--- src/rtl/square_duty_controller.sv ---
// Duty configuration owner for the square/pulse generator: stages host writes,
// UI steps and auto-sweep moves, and commits them only on a phase wrap.
module square_duty_controller #(
    parameter int MIN_DUTY      = 1,
    parameter int MAX_DUTY      = 99,
    parameter int STEP          = 1,
    parameter int RESET_DUTY    = 50,
    parameter int SWEEP_PERIODS = 16
) (
    input  logic        clk,
    input  logic        rst,
    input  logic [11:0] phase,
    input  logic        cfg_valid,
    output logic        cfg_ready,
    input  logic        cfg_cont_en,
    input  logic [1:0]  cfg_duty_mode,
    input  logic [6:0]  cfg_duty_cont,
    input  logic        step_up,
    input  logic        step_down,
    input  logic        sweep_en,
    output logic [1:0]  duty_mode,
    output logic [6:0]  duty_cont,
    output logic        cont_enable,
    output logic        pending,
    output logic        update_pulse
);

    localparam int CNT_W = (SWEEP_PERIODS > 1) ? $clog2(SWEEP_PERIODS) : 1;
    localparam logic [CNT_W-1:0] CNT_LAST = CNT_W'(SWEEP_PERIODS - 1);
    localparam logic [7:0] MIN_D   = 8'(MIN_DUTY);
    localparam logic [7:0] MAX_D   = 8'(MAX_DUTY);
    localparam logic [7:0] STEP_D  = 8'(STEP);
    localparam logic [6:0] RESET_D = 7'(RESET_DUTY);

    typedef enum logic [1:0] {
        IDLE,
        PENDING,
        SWEEP
    } state_t;

    state_t      state;
    logic [11:0] phase_prev;
    logic        wrap;
    logic [1:0]  shadow_mode;
    logic [6:0]  shadow_duty;
    logic        shadow_cont_en;
    logic [CNT_W-1:0] sweep_cnt;
    logic        sweep_down;
    logic        step_one;
    logic [6:0]  pend_duty;
    logic [6:0]  sweep_duty;
    logic        sweep_down_next;

    function automatic logic [6:0] clamp8(input logic [7:0] d);
        logic [7:0] r;
        r = d;
        if (d < MIN_D) r = MIN_D;
        if (d > MAX_D) r = MAX_D;
        return r[6:0];
    endfunction

    // Saturating step; never wraps around past either bound.
    function automatic logic [6:0] step_duty(input logic [6:0] d, input logic up);
        logic [7:0] d8;
        logic [7:0] r;
        d8 = {1'b0, d};
        if (up) r = (d8 + STEP_D > MAX_D) ? MAX_D : d8 + STEP_D;
        else    r = (d8 < MIN_D + STEP_D) ? MIN_D : d8 - STEP_D;
        return clamp8(r);
    endfunction

    assign wrap      = (phase < phase_prev);
    assign step_one  = step_up ^ step_down;
    assign cfg_ready = (state == IDLE);
    assign pending   = (state == PENDING);

    always_comb begin
        pend_duty       = step_one ? step_duty(shadow_duty, step_up) : shadow_duty;
        sweep_duty      = duty_cont;
        sweep_down_next = sweep_down;
        if (!sweep_down) begin
            if ({1'b0, duty_cont} + STEP_D >= MAX_D) begin
                sweep_duty      = MAX_D[6:0];
                sweep_down_next = 1'b1;
            end else begin
                sweep_duty = 7'({1'b0, duty_cont} + STEP_D);
            end
        end else begin
            if ({1'b0, duty_cont} <= MIN_D + STEP_D) begin
                sweep_duty      = MIN_D[6:0];
                sweep_down_next = 1'b0;
            end else begin
                sweep_duty = 7'({1'b0, duty_cont} - STEP_D);
            end
        end
    end

    always_ff @(posedge clk or posedge rst) begin
        if (rst) begin
            state          <= IDLE;
            phase_prev     <= '0;
            duty_mode      <= 2'b00;
            duty_cont      <= RESET_D;
            cont_enable    <= 1'b0;
            shadow_mode    <= 2'b00;
            shadow_duty    <= RESET_D;
            shadow_cont_en <= 1'b0;
            sweep_cnt      <= '0;
            sweep_down     <= 1'b0;
            update_pulse   <= 1'b0;
        end else begin
            phase_prev   <= phase;
            update_pulse <= 1'b0;
            case (state)
                IDLE: begin
                    if (cfg_valid) begin
                        shadow_mode    <= cfg_duty_mode;
                        shadow_duty    <= clamp8({1'b0, cfg_duty_cont});
                        shadow_cont_en <= cfg_cont_en;
                        state          <= PENDING;
                    end else if (step_one && cont_enable) begin
                        shadow_mode    <= duty_mode;
                        shadow_duty    <= step_duty(duty_cont, step_up);
                        shadow_cont_en <= cont_enable;
                        state          <= PENDING;
                    end else if (sweep_en) begin
                        sweep_cnt  <= '0;
                        sweep_down <= 1'b0;
                        state      <= SWEEP;
                    end
                end
                // A step landing on the wrap cycle is folded into the commit.
                PENDING: begin
                    shadow_duty <= pend_duty;
                    if (wrap) begin
                        duty_mode    <= shadow_mode;
                        duty_cont    <= pend_duty;
                        cont_enable  <= shadow_cont_en;
                        update_pulse <= 1'b1;
                        state        <= IDLE;
                    end
                end
                SWEEP: begin
                    if (!sweep_en) begin
                        sweep_cnt <= '0;
                        state     <= IDLE;
                    end else if (wrap) begin
                        if (sweep_cnt == CNT_LAST) begin
                            sweep_cnt      <= '0;
                            duty_cont      <= sweep_duty;
                            cont_enable    <= 1'b1;
                            sweep_down     <= sweep_down_next;
                            update_pulse   <= 1'b1;
                            shadow_mode    <= duty_mode;
                            shadow_duty    <= sweep_duty;
                            shadow_cont_en <= 1'b1;
                        end else begin
                            sweep_cnt <= sweep_cnt + 1'b1;
                        end
                    end
                end
                default: state <= IDLE;
            endcase
        end
    end

endmodule

--- config.mk ---
export PLATFORM = sky130hd
export DESIGN_NAME = square_duty_controller
export DESIGN_NICKNAME = d
export VERILOG_FILES = /design/src/rtl/square_duty_controller.sv
export SDC_FILE = /design/constraint.sdc
export NUM_CORES = 1
export LEC_CHECK = 0
export ABC_AREA = 1
export CORE_MARGIN = 4
export CORE_UTILIZATION = 58
export DETAILED_ROUTE_END_ITERATION = 8
export GPL_ROUTABILITY_DRIVEN = 0
export PLACE_DENSITY_LB_ADDON = 0.25
export SYNTH_ARGS = -nofsm -noshare
export SYNTH_HDL_FRONTEND = slang
export SYNTH_SLANG_ARGS = --single-unit
--- constraint.sdc ---
create_clock -name clk -period 4.36 [get_ports clk]
set_input_delay 0.654 -clock clk [delete_from_list [all_inputs] [get_ports clk]]
set_output_delay 0.654 -clock clk [all_outputs]
set_load 0.02 [all_outputs]
==> key figures <==
Worst setup path
  – Crit path buf inv count: 2
  – Worst setup EP type: flip-flop
  – Worst endpoint data arrival time: around 3100 ps
  – CP Launch Type: input pin
  – Worst path most repeated cell: nand2_1
  – Slowest library cell on the worst path: clkdlybuf4s50_1
  – Worst Path Class, Setup: input pin to flip-flop
  – CP required: 4570 ps
  – Crit path max fanout: 9
  – Slowest Stage Delay on Critical Path: 440 ps
  – CP startpoint: phase[5]
  – Crit path max-delay family: simple AND/OR/NAND/NOR gates
  – Critical Path, Cell by Cell: clkdlybuf4s50_1, ha_1, a21oi_1, o21ai_0, a21oi_1, nand2_1, nor2_1, nand2_1, nand2_1, nand3_1, inv_1, nor2_1, a31oi_1
  – Reg2Reg Launch Point: duty_cont[1]

Clock network
  – TritonCTS Buffers: 5
  – CTS sink cnt: 40
  – CTS tree: built
  – Setup bufs post-CTS: 0
  – CTS max path bufs: 2
  – Post_cts resized: 0
  – Clock-pin slew on the worst setup and hold paths: roughly 70 ps
  – Root buffer cell: clkbuf_8
  – # hold bufs at CTS: 0
  – Clk Latency, worst-skew pair: between 200 and 300 ps
  – H-tree depth: 2

Global routing
  – GRT Total Usage: 24.1%
  – Largest net degree at the start of global routing: 41
  – Grt ovf: 0
  – Vias in the first global route: about 3,000
  – Global-route wire length before repair: between 10,000 and 15,000 um
  – Initial antenna violation count: 0

Logic synthesis
  – Main combinational cell family by area after synthesis: simple AND/OR/NAND/NOR gates
  – Synth top area share: 25.8%
  – Sequential area share after synthesis: between 30% and 40%
  – Leading area contributor after synthesis: dfrtp_1
  – Cell area after synthesis: 3300 um^2
  – Synth Register Bits: 40
  – Simple-gate area share of the yosys netlist: ~34%
  – Synth top area cells: dfrtp_1, nand2_1, inv_1
  – Compound-Gate Fraction of Synth Area: between 10% and 20%
  – Yosys warns: 0
  – Synth Area in XOR/XNOR: around 2.7%
  – Mapped Cells: approximately 500
  – Mux contribution to synthesized area: 0%
  – Synth Area in Adders: ~8%
  – Syn_nets: roughly 540
  – Mean post-synth cell area: 6.70 um^2
  – Distinct cells, synth: 35

Floorplan
  – Top-Level Pins: a little over 40
  – Core Region: 5510 um^2
  – FP Rows: 27
  – Die height: between 80 and 90 um
  – Starting Density: ~60%
  – Die width: between 80 and 90 um
  – Die area: 6960 um^2

Drt
  – Post-route DRC: 0
  – Drt pass-1 iters: 5
  – Post-Route WL: just over 8000 um
  – Vias/cell: ~5.6
  – Routed vias: 3,398
  – Routed len/inst: 13.7 um
  – Initial DRC count: roughly 360
  – Final antenna-violating net count: 0

Flow run
  – # Max-Cap Violations: 0

STA
  – Hold_ws: 485 ps
  – Final Hold Viols: 0
  – Worst Skew: approximately 4 ps
  – Final period util: around two thirds
  – Min cycle time layout: 2900 ps
  – Worst-Margin Slew: ~500 ps
  – RSZ-0062 raised after global routing: no
  – Final setup viols: 0
  – Final Max Slew Viols: 0
  – Setup TNS: 0 ps
  – Relative slew slack: between 60% and 70%
  – Maximum operating frequency: 0.345 GHz
  – Worst Setup Slack, final: between 1000 and 1500 ps

Placement
  – Number of buffers added on ports: 40
  – Post-place setup slack: 1150 ps
  – Inst Count DP: between 500 and 600
  – DP Wirelength: 6670 um

Status
  – Status: finished, final reports clean

Finish
  – Commonest cells after routing, fill and taps aside: nand2_1, inv_1, nand3_1
  – Final Util: a little over two thirds
  – Finished Layout Cells: between 600 and 700
  – Layout overhead on the synthesized area: 16.4%
  – Inserted Diodes: 0
  – Share of cells above drive strength 1: under 10%
  – Commonest non-fill, non-tap cell in the layout: nand2_1
  – Fillcell total: about 460
  – Final net count: between 500 and 600

Pwr
  – Peak VDD IR: 0.342 mV
  – Leak: around 1.9 nW
  – P per Cell Area: between 700 and 800 nW/um^2

Hold path
  – Worst hold path class: flip-flop to flip-flop
  – Worst min-delay path startpoint: shadow_cont_en
-- worst register-to-register path, cell delays in order (launching register included) --
cell     delay (ps)
dfstp_2         610
ha_1            270
nand4_1         120
nand2_1         120
inv_1            60
nand3_1          60
nor2_1           60
nor2_4          140
nand3_1         160
a21oi_2         240
nor2_1           80
nand2_2         110
nand3_1         140
nand2_1         100
nand3_1          80
nand2_1          90
nand2_1          50
-- registers in the layout, summed over array words and instances (netlist names) --
name and count:
cont_enable 1, shadow_duty 7, sweep_cnt 4, phase_prev 12, duty_cont 7, duty_mode 2, shadow_mode 2, update_pulse 1
shadow_cont_en 1, state 2, sweep_down 1
-- routing by layer --
layer | track usage [%] | vias up | wire, um
met5 | 0 | - | 0
met4 | 8.04 | 0 | 181
met3 | 4.66 | 24 | 680
met2 | 39.4 | 165 | 3860
met1 | 32.0 | 1517 | 3580
li1 | - | 1692 | -
-- cell families (layout without fill, tap and decap cells) --
| group | Yosys count | count (layout) |
|---|---|---|
| buffers and inverters | 80 | 122 |
| flip-flops | 40 | 40 |
| AO/OA/AOI/OAI | 91 | 91 |
| AND/OR/NAND/NOR | 250 | 250 |
| XOR/XNOR | 10 | 10 |
| adder cells (fa/ha/maj) | 21 | 21 |
-- power breakdown --
group / internal [mW] / switching, mW
clock network: 0.112 / 0.121
registers: 0.519 / 0.164
logic: 0.631 / 1.17
-- final cells by class --
type | count | area [um^2] | area share, %
clock buffers | 7 | 76.3 | 1.99
clock inverters | 1 | 5.00 | 0.130
inverters | 73 | 274 | 7.14
multi-input cells | 372 | 1980 | 51.5
flip-flops and latches | 40 | 1010 | 26.3
well taps | 72 | 90.1 | 2.35
repair buffers | 41 | 408 | 10.6
-- Yosys cell counts --
cell and number:
a31oi_1 5, o21ai_1 8, clkbuf_1 2, xnor2_1 2
o211ai_1 9, or2_1 1, nand2_1 120, a21boi_0 1
a21o_1 1, a211oi_1 1, nor2_2 3, o22ai_1 2
nand4_1 6, nor2_4 3, a21oi_1 25, nor3_1 6
dfstp_2 6, a21oi_2 2, nor3b_1 1, nand2_2 12
nand3b_1 1, nand3_1 48, a22oi_1 2, buf_2 3
xor2_1 8, ha_1 21, o31ai_1 1, nand3_2 4
o21ai_0 34, inv_2 2, nor2_1 44, buf_4 2
inv_1 71, dfrtp_1 34, or2_2 1
-- per-stage QoR --
step,cell area (um^2),power (mW)
after floorplan,3300,1.95
after global placement,3760,2.42
after detailed placement,3760,2.45
after CTS,3840,2.69
after global routing,3840,2.97
final,3840,2.72
-- final timing paths --
check                            endpoint  slack (ps)  depth (start not counted)
hold / removal             shadow_cont_en         490                          2
hold reg to reg            shadow_cont_en         490                          2
max in group asynchronous  shadow_duty[4]        3210                          3
setup / recovery             duty_cont[4]        1460                         13
setup reg to reg           shadow_duty[0]        1760                         16
min in group asynchronous    duty_mode[0]         790                          3
No activity file was read; power rests on OpenSTA's default activity.
